<file path="src/rtl/shift_arbiter.sv">
// Round-robin arbiter that shares one external combinational shifter between
// two requesters; one operation in flight, result held until its owner takes it.
module shift_arbiter #(
  parameter int WIDTH = 8
) (
  input  logic             clk,
  input  logic             rst_n,
  input  logic             req0_valid,
  output logic             req0_ready,
  input  logic             req0_opcode,
  input  logic [WIDTH-1:0] req0_a,
  input  logic [WIDTH-1:0] req0_b,
  output logic             resp0_valid,
  input  logic             resp0_ready,
  output logic [WIDTH-1:0] resp0_res,
  input  logic             req1_valid,
  output logic             req1_ready,
  input  logic             req1_opcode,
  input  logic [WIDTH-1:0] req1_a,
  input  logic [WIDTH-1:0] req1_b,
  output logic             resp1_valid,
  input  logic             resp1_ready,
  output logic [WIDTH-1:0] resp1_res,
  output logic             sh_opcode,
  output logic [WIDTH-1:0] sh_a,
  output logic [WIDTH-1:0] sh_b,
  input  logic [WIDTH-1:0] sh_res
);

  typedef enum logic [1:0] {
    IDLE  = 2'd0,
    ISSUE = 2'd1,
    RESP  = 2'd2
  } state_t;

  state_t state, state_nxt;
  logic   last_grant;
  logic   owner;
  logic   grant_any;
  logic   grant_id;
  logic   accept;
  logic   owner_ready;

  // Round-robin pick: on contention the requester not granted last time wins.
  always_comb begin
    // NOTE: every always_comb output gets a default first, so no path can infer a latch.
    grant_any = req0_valid | req1_valid;
    grant_id  = 1'b0;
    if (req0_valid && req1_valid) begin
      grant_id = ~last_grant;
    end else if (req1_valid) begin
      grant_id = 1'b1;
    end
  end

  assign accept      = (state == IDLE) && grant_any;
  assign owner_ready = owner ? resp1_ready : resp0_ready;

  always_ff @(posedge clk or negedge rst_n) begin
    if (!rst_n) begin
      state <= IDLE;
    end else begin
      // NOTE: sequential state uses non-blocking assignment so all flops update together.
      state <= state_nxt;
    end
  end

  always_comb begin
    state_nxt = state;
    case (state)
      IDLE:    if (grant_any) state_nxt = ISSUE;
      ISSUE:   state_nxt = RESP;
      RESP:    if (owner_ready) state_nxt = IDLE;
      default: state_nxt = IDLE;
    endcase
  end

  always_comb begin
    req0_ready = 1'b0;
    req1_ready = 1'b0;
    if (state == IDLE && grant_any) begin
      req0_ready = ~grant_id;
      req1_ready = grant_id;
    end
  end

  // Operand registers hold their last values between operations.
  always_ff @(posedge clk or negedge rst_n) begin
    if (!rst_n) begin
      // NOTE: these are plain registers whose reset values are visible on ports, so they are reset.
      last_grant <= 1'b1;
      owner      <= 1'b0;
      sh_opcode  <= 1'b0;
      sh_a       <= '0;
      sh_b       <= '0;
    end else if (accept) begin
      owner      <= grant_id;
      last_grant <= grant_id;
      sh_opcode  <= grant_id ? req1_opcode : req0_opcode;
      sh_a       <= grant_id ? req1_a      : req0_a;
      sh_b       <= grant_id ? req1_b      : req0_b;
    end
  end

  // Result is captured at the end of ISSUE and held until the owner accepts it.
  always_ff @(posedge clk or negedge rst_n) begin
    if (!rst_n) begin
      resp0_valid <= 1'b0;
      resp1_valid <= 1'b0;
      resp0_res   <= '0;
      resp1_res   <= '0;
    end else if (state == ISSUE) begin
      if (owner) begin
        resp1_valid <= 1'b1;
        resp1_res   <= sh_res;
      end else begin
        resp0_valid <= 1'b1;
        resp0_res   <= sh_res;
      end
    end else if (state == RESP && owner_ready) begin
      resp0_valid <= 1'b0;
      resp1_valid <= 1'b0;
    end
  end

endmodule
</file>
<file path="config.mk">
export PLATFORM = sky130hd
export DESIGN_NAME = shift_arbiter
export DESIGN_NICKNAME = d
export VERILOG_FILES = /design/src/rtl/shift_arbiter.sv
export SDC_FILE = /design/constraint.sdc
export NUM_CORES = 1
export LEC_CHECK = 0
export BUFFER_PORTS_ARGS = -buffer_cell sky130_fd_sc_hd__buf_4
export CORE_UTILIZATION = 49
export CTS_CLUSTER_DIAMETER = 60
export DETAILED_ROUTE_END_ITERATION = 7
export HOLD_SLACK_MARGIN = 0.08
export PLACE_DENSITY_LB_ADDON = 0.15
export SLEW_MARGIN = 20
export SYNTH_ARGS = -nofsm -noshare
export SYNTH_HDL_FRONTEND = slang
export SYNTH_SLANG_ARGS = --single-unit
</file>
<file path="constraint.sdc">
create_clock -name clk -period 1.9 [get_ports clk]
set_clock_uncertainty 0.05 [all_clocks]
set_input_delay 0.095 -clock clk [delete_from_list [all_inputs] [get_ports clk]]
set_output_delay 0.095 -clock clk [all_outputs]
set_load 0.01 [all_outputs]
</file>
==> summary.md <==
| Metric | Value |
|---|---|
| Max Slew Vio Count | 0 |
| Largest net degree at the start of global routing | 40 |
| Worst Setup End Kind | primary output |
| Max cap viols | 0 |
| Dominant cell type by area after synthesis | dfrtp_1 |
| Sw Ratio | 37.5% |
| H-tree levels | 2 |
| Port bufs | 84 |
| Multi-input gate area | 639 um^2 |
| CTS Root Cell | clkbuf_4 |
| Worst-Skew Late Latency | 0.35 ns |
| Initial antenna violation count | 0 |
| Post-route ant nets | 0 |
| Int Pwr | 0.00249 W |
| Synth Net Count | 205 |
| Vias in the first global route | 1823 |
| Netlist Area Pre-Place | 1780 um^2 |
| #FFs+latches synth | 39 |
| Total gr overflow | 0 |
| Starting Density | 52.0% |
| Sequential cell area | 977 um^2 |
| Num CTS Buffers | 5 |
| Mean post-synth cell area | 11.3 um^2 |
| Syn. warnings | 0 |
| Status | complete, no violations |
| Tmin final | 1.80 ns |
| Chip height | 62.2 um |
| R2R setup slack | 0.22 ns |
| First-pass GRT wire length | 8.76 mm |
| Hold Path Class | in -> reg |
| Fmax | 557 MHz |
| Sequential element share of the synthesized area | 55.0% |
| Total track usage | 29.2% |
| Die Width | 62.2 um |
| Worst r2r src | owner |
| Slew @ Worst Pin | 0.672 ns |
| Crit-path max FO | 18 |
| Placed insts | 281 |
| Placed cell area | 2450 um^2 |
| Total number of vias | 1746 |
| Critical R2R Capture | state[1] |
| Sink Count | 39 |
| Hold Path End | sh_b[2] |
| Clock transition at path regs | 0.12 ns |
| Commonest cells after routing, fill and taps aside | 85 x buf_4, 45 x dlygate4sd3_1, 38 x dfrtp_1, 37 x inv_1, 17 x o21ai_1 |
| DRT iter0 DRCs | 62 |
| Drc violations | 0 |
| CTS Buffer Depth | 2 |
| Fin cells | 334 |
| Detailed Routing Iterations Pass 1 | 4 |
| Row cnt | 21 |
| DP Wirelength | 2.95 mm |
| Slew margin rel. | 55.2% |
| RSZ-0062 raised after global routing | no |
| Combinational power share | 50.8% |
| Share of cells above drive strength 1 | 42.4% |
| Final setup viols | 0 |
| Core area | 3420 um^2 |
| Crit path kind | reg -> out |
| Hold Path Stages | 3 |
| Most common cell after layout, fill and taps aside | buf_4 |
| Diodes inserted | 0 |
| Startpoint types | register |
| Hold Fails Final Rpt | 0 |
| IO Count | 85 |
| Crit path DAT | 1.65 ns |
| Final net count | 335 |
| Flop pwr share | 38.8% |
| Critical Path RT | 1.75 ns |
| Pwr Density | 1340 nW/um^2 |
| Synth top area share | 53.6% |
| Area growth syn-to-layout | 67.6% |
| Total Wirelength | 5.25 mm |
| Static leakage | 1.49 nW |
| Finished Cell Area | 2980 um^2 |
| Setup TNS | 0 ns |
| CTS tree | built |
| Number of fill cells | 165 |
| Peak supply drop | 0.839 mV |
| Vias/cell | 5.23 |
| Syn Inst Count | 157 |
| Total die area | 3870 um^2 |
| WL per Instance | 15.7 um |
| Top cells by area, synth | dfrtp_1 54%, mux2_2 8.9%, inv_1 7.8% |
| Hold path startpoint | req1_valid |
| Placer Congestion | 0.723 |
| Reg2Reg Depth | 3 |
| Switching Power | 0.00149 W |
| Synth cell types | 23 |
| Fin crit share | 94.6% |
| Number of post-CTS setup repair buffers | 0 |
| Clock power frac | 10.3% |
[worst max path at each step]
stage                     startpoint      endpoint  cells after the start
after floorplan             state[1]  resp0_res[0]                      3
after global placement      state[0]       sh_b[5]                      3
after detailed placement  last_grant       sh_a[6]                      3
after CTS                   state[0]    req1_ready                      5
after global routing        state[0]    req0_ready                      4
final                       state[0]    req0_ready                      4
[cell usage after synthesis, drive strengths merged]
library cell   n
nand2b         3
a21o           1
mux2          17
inv           37
dfstp          1
nor2           4
a22o           2
clkbuf         2
nand3          3
buf            6
o221ai        17
dfrtp         38
or2            1
o21bai         1
o21ai         20
nand2          4
[worst max-delay path, stage by stage, from the launching register on]
cell and delay [ns]:
dfrtp_1 0.47, nor2_2 0.26, nand3_4 0.28, inv_1 0.15, buf_4 0.13
[what timing repair did]
item,CTS,global route
endpoints found under the setup margin,0,2
endpoints found under the hold margin,73,0
gates resized for setup,0,3
hold buffers,45,0
[cell type report]
class / instances / share of cell area [%]
sequential: 39 / 32.8
multi-input combinational: 73 / 21.5
clock buffer: 6 / 1.39
timing repair buffer: 131 / 37.3
tap: 46 / 1.93
inverter: 37 / 4.67
clock inverter: 2 / 0.421
[state kept, by name (all words and copies together), names as in the netlist]
name and count:
sh_opcode 1, resp1_valid 1, owner 1, sh_a 8, state 2, last_grant 1, sh_b 8, resp0_valid 1
resp1_res 8, resp0_res 8
[cell families after synthesis]
group | count (synthesis) | share of synthesized area, %
DFF | 39 | 55.0
muxes | 17 | 10.8
buffers and inverters | 45 | 10.1
and+or+nand+nor | 15 | 5.07
AOI/OAI and AO/OA | 41 | 19.0
[stage by stage]
| step | utilization, % | power, W | worst slack, ns | hold WS [ns] |
|---|---|---|---|---|
| finish | 87.1 | 0.00399 | 0.103 | 0.103 |
| floorplan | - | 0.00256 | 0.593 | -0.251 |
| global route | 87.1 | 0.00424 | 0.00995 | 0.0991 |
| global placement | 71.8 | 0.00334 | 0.438 | 0.0304 |
| CTS | 86.5 | 0.00391 | 0.0220 | 0.173 |
| detailed placement | 71.8 | 0.00343 | 0.359 | 0.0384 |
[power groups by stage]
stage	Clock [W]	Combinational, W	Sequential, W
floorplan	0	0.000900	0.00166
global placement	0	0.00182	0.00151
detailed placement	0	0.00188	0.00155
CTS	0.000419	0.00197	0.00152
global route	0.000462	0.00218	0.00160
finish	0.000412	0.00203	0.00155
[per-layer routing]
metal | up-vias | share of wire (%) | GRT usage, %
li1 | 798 | - | -
met1 | 870 | 40 | 35.0
met2 | 66 | 53 | 52.1
met3 | 12 | 4.9 | 6.43
met4 | 0 | 1.9 | 9.30
met5 | - | 0 | 0
No activity file was read; power rests on OpenSTA's default activity.
